`src/rtl/countdown_timer.sv`:
```
// Minute/second countdown timer with a 1 Hz prescaler and packed-BCD outputs.
// Drives the buzzer/alarm stage and the 7-segment display path directly.
module countdown_timer #(
  parameter int CLK_DIV = 50_000_000,
  parameter int PW      = 26
) (
  input  logic       clk,
  input  logic       rst_n,
  input  logic       load,
  input  logic [7:0] set_fen,
  input  logic [7:0] set_miao,
  input  logic       start,
  input  logic       pause,
  input  logic       clear,
  output logic [7:0] fen,
  output logic [7:0] miao,
  output logic       running,
  output logic       done
);

  localparam logic [1:0] IDLE  = 2'd0;
  localparam logic [1:0] RUN   = 2'd1;
  localparam logic [1:0] PAUSE = 2'd2;
  localparam logic [1:0] DONE  = 2'd3;

  logic [1:0]    state;
  logic [PW-1:0] presc;
  logic          time_nz;
  logic          wrap;

  // Saturate each BCD digit so a bad preset can never produce an illegal value.
  function automatic logic [7:0] clamp_bcd(input logic [7:0] v, input logic [3:0] tens_max);
    logic [3:0] t;
    logic [3:0] u;
    t = (v[7:4] > tens_max) ? tens_max : v[7:4];
    u = (v[3:0] > 4'd9) ? 4'd9 : v[3:0];
    return {t, u};
  endfunction

  function automatic logic [7:0] dec_bcd(input logic [7:0] v);
    return (v[3:0] != 4'd0) ? {v[7:4], v[3:0] - 4'd1} : {v[7:4] - 4'd1, 4'd9};
  endfunction

  assign time_nz = (fen != 8'h00) || (miao != 8'h00);
  assign wrap    = (presc == PW'(CLK_DIV - 1));
  assign running = (state == RUN);

  always_ff @(posedge clk or negedge rst_n) begin
    if (!rst_n) begin
      state <= IDLE;
      presc <= '0;
      fen   <= 8'h00;
      miao  <= 8'h00;
      done  <= 1'b0;
    end else begin
      done <= 1'b0;
      if (clear) begin
        state <= IDLE;
        presc <= '0;
        fen   <= 8'h00;
        miao  <= 8'h00;
      end else if (load && state != RUN) begin
        state <= IDLE;
        fen   <= clamp_bcd(set_fen, 4'd9);
        miao  <= clamp_bcd(set_miao, 4'd5);
      end else if (start && (state == IDLE || state == PAUSE) && time_nz) begin
        state <= RUN;
        // Resuming from PAUSE keeps the partial second already counted.
        if (state == IDLE) presc <= '0;
      end else if (pause && state == RUN) begin
        state <= PAUSE;
      end else if (state == RUN) begin
        if (wrap) begin
          presc <= '0;
          if (miao != 8'h00) begin
            miao <= dec_bcd(miao);
            if (fen == 8'h00 && miao == 8'h01) begin
              state <= DONE;
              done  <= 1'b1;
            end
          end else begin
            miao <= 8'h59;
            fen  <= dec_bcd(fen);
          end
        end else begin
          presc <= presc + PW'(1);
        end
      end
    end
  end

endmodule

```
`config.mk`:
```
export PLATFORM = sky130hd
export DESIGN_NAME = countdown_timer
export DESIGN_NICKNAME = d
export VERILOG_FILES = /design/src/rtl/countdown_timer.sv
export SDC_FILE = /design/constraint.sdc
export NUM_CORES = 1
export LEC_CHECK = 0
export CAP_MARGIN = 20
export CORE_MARGIN = 5
export CORE_UTILIZATION = 56
export DETAILED_ROUTE_END_ITERATION = 6
export PLACE_DENSITY = 0.78
export SYNTH_ARGS = -nofsm -noshare
export SYNTH_HDL_FRONTEND = slang
export SYNTH_SLANG_ARGS = --single-unit
export TNS_END_PERCENT = 30
```
`constraint.sdc`:
```
create_clock -name clk -period 2.3 [get_ports clk]
set_input_delay 0.46 -clock clk [delete_from_list [all_inputs] [get_ports clk]]
set_output_delay 0.46 -clock clk [all_outputs]
set_load 0.1 [all_outputs]
```
==> metrics.txt, run 1 <==
# TYPE chip_impl_metric gauge
chip_impl_info{name="worstSetupStartpointType",value="register"} 1
chip_impl_metric{name="row_count",unit=""} 27
chip_impl_info{name="crit-reg2reg-launch",value="miao[5]$_DFFE_PN0P_"} 1
chip_impl_metric{name="final_core_density",unit="%"} 71.8
chip_impl_info{name="count_leader_synth",value="dfrtp_1"} 1
chip_impl_metric{name="synth_enable_flop_cells",unit=""} 0
chip_impl_metric{name="first_global_vias",unit=""} 3006
chip_impl_metric{name="worstPathArrival",unit="ns"} 2.41
chip_impl_metric{name="ys_ff_latch",unit=""} 45
chip_impl_metric{name="slew_headroom",unit="%"} 49.6
chip_impl_info{name="cts_root_buffer",value="clkbuf_8"} 1
chip_impl_metric{name="fp.dieH",unit="um"} 84.3
chip_impl_metric{name="synthesis.instances",unit=""} 359
chip_impl_info{name="outcome",value="finished clean"} 1
chip_impl_metric{name="seq_total_area_yosys",unit="%"} 36.5
chip_impl_metric{name="max_cap_violations",unit=""} 0
chip_impl_metric{name="timing.final.setup_violations",unit=""} 0
chip_impl_metric{name="ys.warnings.count",unit=""} 0
chip_impl_metric{name="critPathRequiredTime",unit="ns"} 2.50
chip_impl_metric{name="ctsHtreeMaxLevel",unit=""} 2
chip_impl_metric{name="yosys.cell_types.count",unit=""} 64
chip_impl_metric{name="final.setup.worst_slack",unit="ns"} 0.0935
chip_impl_metric{name="cts-resized-gates",unit=""} 0
chip_impl_metric{name="power",unit="mW"} 2.10
chip_impl_metric{name="power_per_cell_area",unit="nW/um^2"} 539
chip_impl_metric{name="chipWidth",unit="um"} 84.3
chip_impl_metric{name="post-cts-setup-buffers",unit=""} 0
chip_impl_metric{name="cellLeakagePower",unit="nW"} 1.67
chip_impl_info{name="hp-class",value="input port to async pin"} 1
chip_impl_metric{name="port_buffers",unit=""} 39
chip_impl_metric{name="clkTransAtPathRegs",unit="ns"} 0.09
chip_impl_metric{name="placeableCoreArea",unit="um^2"} 5440
chip_impl_info{name="tritoncts",value="done"} 1
chip_impl_metric{name="reg2reg_setup_slack",unit="ns"} 0.09
chip_impl_metric{name="drt_iter0_drc",unit=""} 159
chip_impl_metric{name="avgSynthCellArea",unit="um^2"} 8.61
chip_impl_metric{name="finalWirelength",unit="um"} 8300
chip_impl_info{name="rsz0062_at_grt",value="yes"} 1
chip_impl_metric{name="post_route_cells_drive_above_1_share",unit="%"} 24.3
chip_impl_info{name="critical-path-top-delay-family",value="simple AND/OR/NAND/NOR gates"} 1
chip_impl_metric{name="hold_viol_final",unit=""} 0
chip_impl_metric{name="stdcell_count",unit=""} 491
chip_impl_metric{name="final_antenna_net_count",unit=""} 0
chip_impl_info{name="timing.critical_path.to_type",value="register"} 1
chip_impl_metric{name="postSynth.asyncResetShare",unit="%"} 100
chip_impl_info{name="yosysTopAreaCell",value="dfrtp_1"} 1
chip_impl_info{name="crit_slowest_cell",value="dfrtp_4"} 1
chip_impl_metric{name="antennaDiodeCount",unit=""} 0
chip_impl_metric{name="clockBufferDepth",unit=""} 2
chip_impl_metric{name="syn_to_final_growth",unit="%"} 26.4
chip_impl_metric{name="drt_drc_violations_left",unit=""} 0
chip_impl_info{name="crit_chain",value="inv_2 > ha_2 > or3b_4 > nor4_4 > nand3_1 > or4_4 > a211oi_1"} 1
chip_impl_metric{name="drt-vias-per-instance",unit=""} 6.25
chip_impl_metric{name="vdd_drop_max",unit="V"} 0.000299
chip_impl_metric{name="fin_crit_sh",unit="%"} 95.9
chip_impl_info{name="postSynth.topFlopCell",value="dfrtp_1"} 1
chip_impl_metric{name="period_minus_slack",unit="ns"} 2.21
chip_impl_metric{name="critPathMaxFanout",unit=""} 4
chip_impl_metric{name="place.detailed.hpwl",unit="um"} 6030
chip_impl_metric{name="start_util",unit="%"} 56.8
chip_impl_metric{name="synth_top_area_share",unit="%"} 36.5
chip_impl_info{name="rr_endpoint",value="state[1]$_DFFE_PN0P_"} 1
chip_impl_metric{name="area_of_the_mapped_netlist",unit="um^2"} 3090
chip_impl_metric{name="post_cts_hold_buffer_count",unit=""} 0
chip_impl_info{name="setup.worst_path.class",value="register to register"} 1
chip_impl_metric{name="grt_util_all_layers",unit="%"} 23.6
chip_impl_metric{name="cts_sinks",unit=""} 45
chip_impl_metric{name="critical-path-max-stage-delay",unit="ns"} 0.50
chip_impl_metric{name="io_pins",unit=""} 40
chip_impl_metric{name="dr.pass1.iters",unit=""} 4
chip_impl_metric{name="placedCellCount",unit=""} 483
chip_impl_metric{name="layout.cell_area.non_filler",unit="um^2"} 3900
chip_impl_metric{name="synthesized_net_count",unit=""} 388
chip_impl_metric{name="worst_slack_at_placement",unit="ns"} 0.0442
chip_impl_metric{name="num_vias",unit=""} 3071
chip_impl_metric{name="grt_antenna_before_repair",unit=""} 0
chip_impl_metric{name="worst_clock_skew",unit="ns"} 0.00881
chip_impl_metric{name="gp_routability_congestion",unit=""} 0.871
chip_impl_metric{name="timing.hold.ws",unit="ns"} 0.212
chip_impl_metric{name="upper_clock_frequency_limit",unit="GHz"} 0.453
chip_impl_info{name="ys_top_cells_by_count",value="dfrtp_1, inv_1, nand3_1"} 1
chip_impl_metric{name="crit_buf_inv",unit=""} 1
chip_impl_metric{name="avgRoutedWirePerCell",unit="um"} 16.9
chip_impl_metric{name="final_nets",unit=""} 447
chip_impl_metric{name="die_area",unit="um^2"} 7100
chip_impl_metric{name="clock_latency",unit="ns"} 0.30
chip_impl_metric{name="worst-slew-pin-transition",unit="ns"} 0.756
chip_impl_metric{name="slew_viol_final",unit=""} 0
chip_impl_metric{name="reg2regPathDepth",unit=""} 7
chip_impl_metric{name="placement.cell_area",unit="um^2"} 3750
chip_impl_metric{name="tritoncts.num_buffers",unit=""} 5
chip_impl_metric{name="setup-tns-final",unit="ns"} 0
chip_impl_info{name="leading_cell_types_by_total_area_after_synthesis",value="dfrtp_1, nand4_1, nand3_1"} 1
chip_impl_metric{name="first_pass_grt_wire_length",unit="um"} 13900
chip_impl_metric{name="grt_max_degree",unit=""} 33
chip_impl_metric{name="global_route.overflow_total",unit=""} 0
[sequential cells by signal, summed over array words and instances, names as in the netlist]
register and count:
done 1, state 2, miao 8, fen 8, presc 26
[power breakdown]
part / internal, mW / switching, mW
Sequential: 0.822 / 0.0403
Combinational: 0.213 / 0.394
Clock: 0.355 / 0.280
Total: 1.39 / 0.714
[worst max path at each step]
| stage | startpoint | end | cells past startpoint |
|---|---|---|---|
| floorplan | fen[0]$_DFFE_PN0P_ | presc[3]$_DFFE_PN0P_ | 8 |
| global placement | pause | fen[6]$_DFFE_PN0P_ | 6 |
| detailed placement | pause | fen[7]$_DFFE_PN0P_ | 6 |
| CTS | miao[5]$_DFFE_PN0P_ | done$_DFF_PN0_ | 7 |
| global route | miao[1]$_DFFE_PN0P_ | fen[5]$_DFFE_PN0P_ | 8 |
| finish | miao[5]$_DFFE_PN0P_ | state[1]$_DFFE_PN0P_ | 7 |
[area by class of cell]
class                           count  area (um^2)
Sequential cell                    45         1150
Tap cell                           72         90.1
Clock inverter                      1         30.0
Fill cell                         433         1540
Inverter                           29          115
Multi-Input combinational cell    272         1840
Clock buffer                        7         86.3
Timing Repair Buffer               65          586
[metal layers]
metal	vias to the layer above	GRT usage [%]	share of wire, %
met1	1478	28.4	42
met5	-	0	0
met4	0	8.04	2.1
li1	1473	-	-
met3	18	4.61	5.6
met2	102	41.9	51
[kinds of logic (layout without fill, tap and decap cells)]
| kind of cell | after synthesis | count (layout) | share of synthesized area (%) |
|---|---|---|---|
| and+or+nand+nor | 166 | 166 | 31.4 |
| AOI/OAI and AO/OA | 92 | 92 | 21.2 |
| DFF | 45 | 45 | 36.5 |
| buffers and inverters | 42 | 102 | 5.87 |
| adders and majority gates | 7 | 7 | 2.84 |
| muxes | 5 | 5 | 1.62 |
| xor gates and xnor gates | 2 | 2 | 0.567 |
[cells in the final DEF, fill, tap and decap left out, drive strengths merged, types with 5 or more instances in the layout]
| cell | n |
|---|---|
| buf | 45 |
| dfrtp | 45 |
| inv | 28 |
| nand3 | 26 |
| nor2 | 25 |
| nand2 | 24 |
| nand4 | 23 |
| a21oi | 22 |
| clkdlybuf4s50 | 20 |
| nor3 | 19 |
| a21o | 14 |
| o21ai | 14 |
| a211oi | 13 |
| nor4 | 11 |
| or3 | 8 |
| clkbuf | 7 |
| and3 | 7 |
| ha | 7 |
| mux2i | 5 |
| nor3b | 5 |
(Power assumes the default switching activity.)
==> inputs of run 2 (changes only) <==
REMOVE_ABC_BUFFERS = 1   (was not set)
==> metrics.txt, run 2 (synthesis gave the netlist of run 1 again) <==
# TYPE chip_impl_metric gauge
chip_impl_info{name="outcome",value="finished clean"} 1
chip_impl_metric{name="largest_register_ff_count",unit=""} 26
chip_impl_metric{name="post_route_cells_drive_above_1_share",unit="%"} 20.1
chip_impl_info{name="timing.critical_path.to_type",value="register"} 1
chip_impl_metric{name="placedCellCount",unit=""} 490
chip_impl_metric{name="tritoncts.num_buffers",unit=""} 5
chip_impl_metric{name="power_per_cell_area",unit="nW/um^2"} 509
chip_impl_metric{name="grt_max_degree",unit=""} 28
chip_impl_metric{name="chipWidth",unit="um"} 84.3
chip_impl_metric{name="first_global_vias",unit=""} 3077
chip_impl_metric{name="gp_routability_congestion",unit=""} 0.864
chip_impl_metric{name="critPathMaxFanout",unit=""} 5
chip_impl_metric{name="placeableCoreArea",unit="um^2"} 5440
chip_impl_metric{name="timing.final.setup_violations",unit=""} 0
chip_impl_metric{name="avgRoutedWirePerCell",unit="um"} 16.8
chip_impl_info{name="commonest_non_fill_non_tap_cell_in_the_layout",value="buf_4"} 1
chip_impl_metric{name="regArea",unit="um^2"} 1130
chip_impl_info{name="worstSetupStartpointType",value="register"} 1
chip_impl_metric{name="num_vias",unit=""} 3142
chip_impl_metric{name="worstPathArrival",unit="ns"} 2.43
chip_impl_metric{name="clkTransAtPathRegs",unit="ns"} 0.09
chip_impl_metric{name="cellLeakagePower",unit="nW"} 1.69
chip_impl_metric{name="place.detailed.hpwl",unit="um"} 6160
chip_impl_metric{name="final_antenna_net_count",unit=""} 0
chip_impl_metric{name="drt_iter0_drc",unit=""} 143
chip_impl_metric{name="finalWirelength",unit="um"} 8390
chip_impl_metric{name="drt-vias-per-instance",unit=""} 6.30
chip_impl_metric{name="layout.filler_cells",unit=""} 435
chip_impl_metric{name="worst-slew-pin-transition",unit="ns"} 0.606
chip_impl_metric{name="grt_util_all_layers",unit="%"} 24.6
chip_impl_metric{name="io_pins",unit=""} 40
chip_impl_metric{name="clock_latency",unit="ns"} 0.30
chip_impl_metric{name="global_route.overflow_total",unit=""} 0
chip_impl_info{name="cts_root_buffer",value="clkbuf_8"} 1
chip_impl_metric{name="slew_viol_final",unit=""} 0
chip_impl_metric{name="vdd_drop_max",unit="V"} 0.000288
chip_impl_metric{name="row_count",unit=""} 27
chip_impl_info{name="layout.cells.most_common_list",value="buf_4, dfrtp_1, inv_1, nand3_1, nor2_1"} 1
chip_impl_metric{name="port_buffers",unit=""} 39
chip_impl_info{name="largest_registers",value="presc x26, fen x8, miao x8"} 1
chip_impl_metric{name="setup-tns-final",unit="ns"} 0
chip_impl_metric{name="dr.pass1.iters",unit=""} 5
chip_impl_info{name="biggest_register",value="presc"} 1
chip_impl_metric{name="upper_clock_frequency_limit",unit="GHz"} 0.458
chip_impl_metric{name="ctsHtreeMaxLevel",unit=""} 2
chip_impl_info{name="setup.worst_path.class",value="register to register"} 1
chip_impl_info{name="hp-class",value="input port to async pin"} 1
chip_impl_metric{name="fin_crit_sh",unit="%"} 95.0
chip_impl_info{name="tritoncts",value="done"} 1
chip_impl_metric{name="multiInputGateArea",unit="um^2"} 1800
chip_impl_metric{name="layout.cell_area.non_filler",unit="um^2"} 3850
chip_impl_metric{name="hold_viol_final",unit=""} 0
chip_impl_metric{name="period_minus_slack",unit="ns"} 2.18
chip_impl_metric{name="syn_to_final_growth",unit="%"} 24.6
chip_impl_metric{name="start_util",unit="%"} 56.8
chip_impl_metric{name="critPathRequiredTime",unit="ns"} 2.55
chip_impl_metric{name="die_area",unit="um^2"} 7100
chip_impl_metric{name="drt_drc_violations_left",unit=""} 0
chip_impl_metric{name="antennaDiodeCount",unit=""} 0
chip_impl_metric{name="cts_sinks",unit=""} 45
chip_impl_metric{name="fp.dieH",unit="um"} 84.3
chip_impl_metric{name="clockBufferDepth",unit=""} 2
chip_impl_metric{name="slew_headroom",unit="%"} 59.6
chip_impl_metric{name="final_nets",unit=""} 455
chip_impl_metric{name="worst_clock_skew",unit="ns"} 0.0115
chip_impl_metric{name="placement.cell_area",unit="um^2"} 3740
chip_impl_metric{name="stdcell_count",unit=""} 499
chip_impl_metric{name="grt_antenna_before_repair",unit=""} 0
chip_impl_metric{name="first_pass_grt_wire_length",unit="um"} 14400
chip_impl_metric{name="max_cap_violations",unit=""} 0
==> run 2: cell count changes in the layout (fill, tap and decap cells not counted), sizes merged <==
cell and change:
buf +8, bufinv -1, clkbuf +1, clkinvlp -1, inv +1
==> run 2: cell type report <==
cell class | instances | area share [%]
Tap cell | 72 | 2.34
Multi-Input combinational cell | 272 | 46.7
Clock buffer | 8 | 2.08
Inverter | 29 | 2.83
Timing Repair Buffer | 73 | 16.8
Sequential cell | 45 | 29.3
==> run 2: power by group <==
group / leakage (nW) / switching (mW) / total, mW / internal, mW
Sequential: 0.614 / 0.0324 / 0.847 / 0.815
Clock: 0.0395 / 0.272 / 0.488 / 0.217
Combinational: 1.04 / 0.399 / 0.624 / 0.225
==> run 2: what timing repair did <==
| item | CTS | global route |
|---|---|---|
| resized for setup | 0 | 4 |
| setup endpoints to repair | 0 | 10 |
| hold buffers | 0 | 0 |
| buffers inserted | 0 | 1 |
==> run 2: through the flow <==
step           util, %  setup slack (ns)  hold WS [ns]  power, mW
6_report          70.8             0.116         0.158       1.96
4_1_cts           70.3            0.0154         0.164       1.95
2_1_floorplan        -            -0.592         0.164       1.24
5_1_grt           70.8          -0.00579         0.174       2.05
3_5_place_dp      68.9            0.0595         0.483       1.47
3_3_place_gp      68.9            0.0687         0.481       1.46
==> run 2: final timing paths <==
path / from / end / slack [ns] / cells past startpoint
hold / removal: rst_n / miao[0]$_DFFE_PN0P_ / 0.16 / 1
min in group clk: presc[22]$_DFFE_PN0P_ / presc[22]$_DFFE_PN0P_ / 0.49 / 1
setup / recovery: miao[1]$_DFFE_PN0P_ / fen[1]$_DFFE_PN0P_ / 0.12 / 8
max in group asynchronous: rst_n / presc[9]$_DFFE_PN0P_ / 1.52 / 2
setup reg to reg: miao[1]$_DFFE_PN0P_ / fen[1]$_DFFE_PN0P_ / 0.12 / 8
hold reg to reg: presc[22]$_DFFE_PN0P_ / presc[22]$_DFFE_PN0P_ / 0.49 / 1
==> run 2: critical path, stage by stage (launching register included) <==
cell and delay, ns:
dfrtp_1 0.42, inv_1 0.10, ha_2 0.23, or3b_2 0.51
nor2_1 0.11, nand4_1 0.17, buf_4 0.20, a211oi_1 0.26
a31o_2 0.14
==> run 2: per-layer routing <==
metal | vias to the layer above | share of wire, % | GRT usage, %
met4 | 0 | 3.0 | 9.94
met3 | 27 | 6.4 | 5.20
met5 | - | 0 | 0
li1 | 1495 | - | -
met1 | 1493 | 41 | 29.2
met2 | 127 | 50 | 43.0
